`src/rtl/sys_bus_router_if.sv`:
```
// Core data-port bus seen by the router: request fields from the core,
// read data, read strobe and stall back to the core.
interface sys_bus_router_if #(
    parameter int ADDR_W = 32,
    parameter int DATA_W = 32
) ();
    logic                  en;
    logic                  rdwr;
    logic [ADDR_W-1:0]     addr;
    logic [DATA_W-1:0]     wr_data;
    logic [DATA_W/8-1:0]   mask;
    logic [DATA_W-1:0]     rd_data;
    logic                  rvalid;
    logic                  stall;

    modport master (
        output en, rdwr, addr, wr_data, mask,
        input  rd_data, rvalid, stall
    );

    modport slave (
        input  en, rdwr, addr, wr_data, mask,
        output rd_data, rvalid, stall
    );
endinterface

```
`src/rtl/sys_bus_router.sv`:
```
// System-bus router: decodes the region selector into a one-hot slave enable,
// tracks per-slave fixed read latency and records unmapped accesses.
module sys_bus_router #(
    parameter int NUM_SLAVES = 4,
    parameter int ADDR_W     = 32,
    parameter int DATA_W     = 32,
    parameter int SEL_HI     = 31,
    parameter int SEL_LO     = 28,
    parameter logic [NUM_SLAVES*(SEL_HI-SEL_LO+1)-1:0] SLAVE_SEL = {4'h3, 4'h2, 4'h9, 4'h0},
    parameter logic [NUM_SLAVES*4-1:0]                 RD_LAT    = {4'd1, 4'd1, 4'd2, 4'd1},
    parameter logic [DATA_W-1:0]                       ERR_RDATA = 32'hDEAD_BEEF
) (
    input  logic                         clk,
    input  logic                         rst,
    sys_bus_router_if.slave              m,
    output logic [NUM_SLAVES-1:0]        s_en,
    output logic                         s_rdwr,
    output logic [ADDR_W-1:0]            s_addr,
    output logic [DATA_W-1:0]            s_wr_data,
    output logic [DATA_W/8-1:0]          s_mask,
    input  logic [NUM_SLAVES*DATA_W-1:0] s_rd_data,
    output logic                         err,
    output logic [ADDR_W-1:0]            err_addr,
    input  logic                         err_clr
);

    localparam int SW    = SEL_HI - SEL_LO + 1;
    localparam int IDX_W = (NUM_SLAVES > 1) ? $clog2(NUM_SLAVES) : 1;

    typedef enum logic [1:0] {IDLE, WAIT, RESP} state_t;

    state_t             state_q, state_n;
    logic [3:0]         cnt_q, cnt_n;
    logic [IDX_W-1:0]   sel_q, sel_n;
    logic               unmap_q, unmap_n;
    logic               err_n;
    logic [ADDR_W-1:0]  err_addr_n;

    logic               hit_any;
    logic [IDX_W-1:0]   hit_idx;
    logic [3:0]         hit_lat;
    logic               accept;

    // A programmed latency of 0 behaves as a single-cycle slave.
    function automatic logic [3:0] lat_of(input int idx);
        logic [3:0] l;
        l = RD_LAT[idx*4 +: 4];
        return (l == 4'd0) ? 4'd1 : l;
    endfunction

    // Scan from the top so the lowest matching index is the one left standing.
    always_comb begin
        hit_any = 1'b0;
        hit_idx = '0;
        hit_lat = 4'd1;
        for (int i = NUM_SLAVES - 1; i >= 0; i--) begin
            if (m.addr[SEL_HI:SEL_LO] == SLAVE_SEL[i*SW +: SW]) begin
                hit_any = 1'b1;
                hit_idx = IDX_W'(i);
                hit_lat = lat_of(i);
            end
        end
    end

    assign m.stall  = (state_q == WAIT);
    assign m.rvalid = (state_q == RESP);
    // rst gates acceptance so no slave sees an enable while reset is asserted.
    assign accept   = rst && m.en && !m.stall;

    always_comb begin
        s_en = '0;
        if (accept && hit_any) s_en[hit_idx] = 1'b1;
    end

    assign s_rdwr    = m.rdwr;
    assign s_addr    = {m.addr[ADDR_W-1:2], 2'b00};
    assign s_wr_data = m.wr_data;
    assign s_mask    = m.mask;

    always_comb begin
        m.rd_data = '0;
        if (state_q == RESP) begin
            m.rd_data = unmap_q ? ERR_RDATA : s_rd_data[int'(sel_q)*DATA_W +: DATA_W];
        end
    end

    always_comb begin
        state_n    = state_q;
        cnt_n      = cnt_q;
        sel_n      = sel_q;
        unmap_n    = unmap_q;
        err_n      = err;
        err_addr_n = err_addr;

        case (state_q)
            WAIT: begin
                cnt_n = cnt_q - 4'd1;
                if (cnt_n == 4'd1) state_n = RESP;
            end
            default: begin
                // IDLE and RESP both accept; a new read in RESP reloads the tracker.
                state_n = IDLE;
                if (accept && !m.rdwr) begin
                    cnt_n   = hit_any ? hit_lat : 4'd1;
                    sel_n   = hit_idx;
                    unmap_n = !hit_any;
                    state_n = (cnt_n == 4'd1) ? RESP : WAIT;
                end
            end
        endcase

        if (err_clr) err_n = 1'b0;
        if (accept && !hit_any) begin
            err_n      = 1'b1;
            err_addr_n = m.addr;
        end
    end

    always_ff @(posedge clk or negedge rst) begin
        if (!rst) begin
            state_q  <= IDLE;
            cnt_q    <= '0;
            sel_q    <= '0;
            unmap_q  <= 1'b0;
            err      <= 1'b0;
            err_addr <= '0;
        end else begin
            state_q  <= state_n;
            cnt_q    <= cnt_n;
            sel_q    <= sel_n;
            unmap_q  <= unmap_n;
            err      <= err_n;
            err_addr <= err_addr_n;
        end
    end

endmodule

```
`src/flat_wrapper.sv`:
```
// flat-port wrapper written by rule: the top's interface ports become plain ports
module sys_bus_router_flat 
#(
    parameter int NUM_SLAVES = 4,
    parameter int ADDR_W     = 32,
    parameter int DATA_W     = 32,
    parameter int SEL_HI     = 31,
    parameter int SEL_LO     = 28,
    parameter logic [NUM_SLAVES*(SEL_HI-SEL_LO+1)-1:0] SLAVE_SEL = {4'h3, 4'h2, 4'h9, 4'h0},
    parameter logic [NUM_SLAVES*4-1:0]                 RD_LAT    = {4'd1, 4'd1, 4'd2, 4'd1},
    parameter logic [DATA_W-1:0]                       ERR_RDATA = 32'hDEAD_BEEF
)
  (clk, rst, s_en, s_rdwr, s_addr, s_wr_data, s_mask, s_rd_data, err, err_addr, err_clr, m_en, m_rdwr, m_addr, m_wr_data, m_mask, m_rd_data, m_rvalid, m_stall);
  sys_bus_router_if #(.ADDR_W(ADDR_W), .DATA_W(DATA_W)) m_i ();
  input  logic clk;
  input  logic rst;
  output logic [NUM_SLAVES-1:0] s_en;
  output logic s_rdwr;
  output logic [ADDR_W-1:0] s_addr;
  output logic [DATA_W-1:0] s_wr_data;
  output logic [DATA_W/8-1:0] s_mask;
  input  logic [NUM_SLAVES*DATA_W-1:0] s_rd_data;
  output logic err;
  output logic [ADDR_W-1:0] err_addr;
  input  logic err_clr;
  input wire logic [$bits(m_i.en)-1:0] m_en;
  input wire logic [$bits(m_i.rdwr)-1:0] m_rdwr;
  input wire logic [$bits(m_i.addr)-1:0] m_addr;
  input wire logic [$bits(m_i.wr_data)-1:0] m_wr_data;
  input wire logic [$bits(m_i.mask)-1:0] m_mask;
  output wire logic [$bits(m_i.rd_data)-1:0] m_rd_data;
  output wire logic [$bits(m_i.rvalid)-1:0] m_rvalid;
  output wire logic [$bits(m_i.stall)-1:0] m_stall;
  assign m_i.en = m_en;
  assign m_i.rdwr = m_rdwr;
  assign m_i.addr = m_addr;
  assign m_i.wr_data = m_wr_data;
  assign m_i.mask = m_mask;
  assign m_rd_data = m_i.rd_data;
  assign m_rvalid = m_i.rvalid;
  assign m_stall = m_i.stall;
  sys_bus_router #(.NUM_SLAVES(NUM_SLAVES), .ADDR_W(ADDR_W), .DATA_W(DATA_W), .SEL_HI(SEL_HI), .SEL_LO(SEL_LO), .SLAVE_SEL(SLAVE_SEL), .RD_LAT(RD_LAT), .ERR_RDATA(ERR_RDATA)) u_core (.clk(clk), .rst(rst), .m(m_i), .s_en(s_en), .s_rdwr(s_rdwr), .s_addr(s_addr), .s_wr_data(s_wr_data), .s_mask(s_mask), .s_rd_data(s_rd_data), .err(err), .err_addr(err_addr), .err_clr(err_clr));
endmodule
```
`config.mk`:
```
export PLATFORM = sky130hd
export DESIGN_NAME = sys_bus_router_flat
export DESIGN_NICKNAME = d
export VERILOG_FILES = /design/src/rtl/sys_bus_router_if.sv /design/src/rtl/sys_bus_router.sv /design/src/flat_wrapper.sv
export SDC_FILE = /design/constraint.sdc
export NUM_CORES = 1
export LEC_CHECK = 0
export ABC_AREA = 1
export CAP_MARGIN = 20
export CELL_PAD_IN_SITES_DETAIL_PLACEMENT = 0
export CELL_PAD_IN_SITES_GLOBAL_PLACEMENT = 1
export CORE_MARGIN = 2
export CORE_UTILIZATION = 20
export CTS_CLUSTER_SIZE = 30
export DETAILED_ROUTE_END_ITERATION = 10
export GPL_TIMING_DRIVEN = 0
export PLACE_DENSITY_LB_ADDON = 0.1
export SKIP_CTS_REPAIR_TIMING = 1
export SLEW_MARGIN = 20
export SYNTH_ARGS = -nofsm -noshare
export SYNTH_HDL_FRONTEND = slang
export SYNTH_SLANG_ARGS = --single-unit
export TNS_END_PERCENT = 100
```
`constraint.sdc`:
```
create_clock -name clk -period 1.6 [get_ports clk]
set_clock_uncertainty 0.15 [all_clocks]
set_input_delay 0.32 -clock clk [delete_from_list [all_inputs] [get_ports clk]]
set_output_delay 0.32 -clock clk [all_outputs]
set_load 0.02 [all_outputs]
```
==> out/results.ini <==
[floorplan]
fp.coreArea_um2 = 19500
dieArea_um2 = 21100
initial_core_util_pct = 20.4
die_h_um = 145
rows = 51
die_w_um = 145
io_pins = 341

[sta]
setup_violations = 67
relSlewSlack_pct = 46.1
slew_violations = 0
fin_ws_ps = -420
max_freq_mhz = 495
rsz0062_at_grt = yes
period_minus_slack_ps = 2020
hold_slack_ps = 206
worstMarginPinSlew_ps = 806
fin_crit_sh_pct = 126
hold_viol = 0

[critical_path]
end_kind = output pin
crit_path_max_fanout = 10
cp-start-kind = flip-flop
cp.arrival_ps = 1550
worst-setup-path-type = reg2out
required_ps = 1130

[global_route]
grtUsageMet3_pct = 4.53
grt.busiest_layer = met2
grt_pass1_wl_um = 27000
grt_pass1_vias = 4847
met1_usage_pct = 20.3
antenna_found_initial = 0
grt-ovfl-total = 0
grt_start_max_net_pins = 28
grt_use_met2_pct = 26.8
grt_usage_pct = 15.8

[placed_design]
hpwl_um = 14000
place_ws_ps = -1240
gp_congestion = 0.749
dpl-instance-area_um2 = 7410
portBuffers = 302

[power_and_ir_drop]
finalPower_w = 0.00811
power.leakage_nw = 4.51
p_per_area_nw_per_um2 = 1030
vdd.ir_drop.worst_uv = 510

[finish]
final_area_um2 = 7840
drive_gt1_share_pct = 24.1
num_antenna_cells = 0
syn_to_final_growth_pct = 96.7
fillers = 2133
fin_nets = 1201
seq_area_um2 = 1050
multi_input_area_um2 = 2010

[clocking]
root_buffer = clkbuf_16
cts_tree = done
cts.sinks = 42
insertion_delay_ps = 290
h-tree-depth = 2
clockBufferDepth = 2
cts_made_buffers = 5
clkTransAtPathRegs_ps = 60

[synthesis]
synth_top_area_cell = dfrtp_1
ys_ff_latch = 42
synth_area_leaders = dfrtp_1, nand2_1, buf_4, inv_1, nand3_1
yosys_warnings = 0
syn_area_um2 = 3990
netlist.area_leader.share_pct = 26.4
ys_seq_area_share_pct = 26.4
syn-mean-instance-area_um2 = 5.97
synth_cell_types = 24
netlist_instances = 668

[run_status]
failed_checks = negative setup slack
status = complete, but fails checks

[flow_run]
drv_cap = 0

[min_path]
hold_class = in2reg

[drt]
via_count = 5086
drt-vias-per-instance = 4.02
drcViolationCount = 0
dr.pass1.iters = 5
antenna_left = 0
drt_wl_total_um = 17700
wire_per_inst_um = 14.0
dr.first_iter.drc_count = 179

-- area by class of cell --
class	instances	area share, %
plain buffers	106	11.0
clock buffers	6	1.64
clock inverters	2	0.175
inverters	87	4.29
multi-input cells	434	25.6
flip-flops and latches	42	13.4
well taps	265	4.23
repair buffers	322	39.7
-- per-stage QoR --
stage | TNS [ps] | util (%) | std cells
3_5_place_dp | -64790 | 37.9 | 1237
5_1_grt | -19100 | 40.2 | 1264
4_1_cts | -67190 | 38.7 | 1245
2_1_floorplan | -178 | - | 669
3_3_place_gp | -194000 | 37.9 | 1236
6_report | -13600 | 40.2 | 1264
-- worst max-delay path, stage by stage, from the launching register on --
cell and delay (ps):
dfrtp_1 350, clkbuf_4 170, inv_2 120, buf_4 200, nand2_1 90, nand3_1 80, nand2_1 50, inv_1 50
clkbuf_2 160
-- metal layers --
layer,share of wire [%],wire [um]
met4,0.59,105
met3,7.3,1300
met2,49,8620
met1,43,7710
met5,0,0
-- synthesized netlist by cell type --
master / instances
nand2_1: 265
inv_1: 83
buf_4: 71
nand3_1: 55
dfrtp_1: 42
nor2_1: 40
nand4_1: 33
o21ai_0: 20
buf_2: 17
clkbuf_1: 11
a21oi_1: 8
buf_6: 6
inv_2: 4
ha_1: 2
o21ai_1: 2
buf_1: 1
conb_1: 1
nand2_2: 1
nand3_2: 1
nand3_4: 1
nor2_2: 1
nor2_4: 1
o21ai_4: 1
or2_2: 1
-- power by group --
part	total (W)	internal, W	leakage, nW	switching (W)
sequential	0.00174	0.00150	0.522	0.000246
combinational	0.00536	0.00243	3.92	0.00293
clock	0.00101	0.000579	0.0708	0.000430
total	0.00811	0.00450	4.51	0.00361
-- final timing paths --
check / to / start / slack (ps) / cells past startpoint
worst min register to register: u_core.err_addr[25] / u_core.err_addr[25] / 310 / 2
max in group asynchronous: u_core.sel_q[1] / rst / 270 / 2
min in group asynchronous: u_core.err_addr[20] / rst / 460 / 3
worst min-delay path: u_core.err_addr[30] / m_addr[30] / 210 / 3
worst max register to register: u_core.err_addr[31] / u_core.state_q[0] / -10 / 9
worst max-delay path: m_rd_data[13] / u_core.sel_q[1] / -420 / 8
-- layout by cell type (no fill, tap or decap), drive strengths merged --
| cell type | count |
|---|---|
| nand2 | 266 |
| clkdlybuf4s50 | 194 |
| buf | 143 |
| inv | 85 |
| nand3 | 57 |
| clkbuf | 54 |
| dfrtp | 42 |
| nor2 | 42 |
| dlymetal6s2s | 40 |
| nand4 | 33 |
| o21ai | 23 |
| a21oi | 8 |
| clkinv | 4 |
| dlygate4sd3 | 3 |
| ha | 2 |
| conb | 2 |
| or2 | 1 |
-- kinds of logic after synthesis --
kind of cell / share of synthesized area [%]
AOI/OAI and AO/OA: 4.17
adders and majority gates: 0.627
buffers and inverters: 26.5
DFF: 26.4
other: 0.0940
and+or+nand+nor: 42.2
-- sequential cells by signal (all words and copies together), names as in the netlist --
name and count:
u_core.state_q 2, u_core.cnt_q 4, u_core.sel_q 2, u_core.err_addr 32, u_core.unmap_q 1, u_core.err 1
Note: power is estimated with default switching activity, not from simulation.
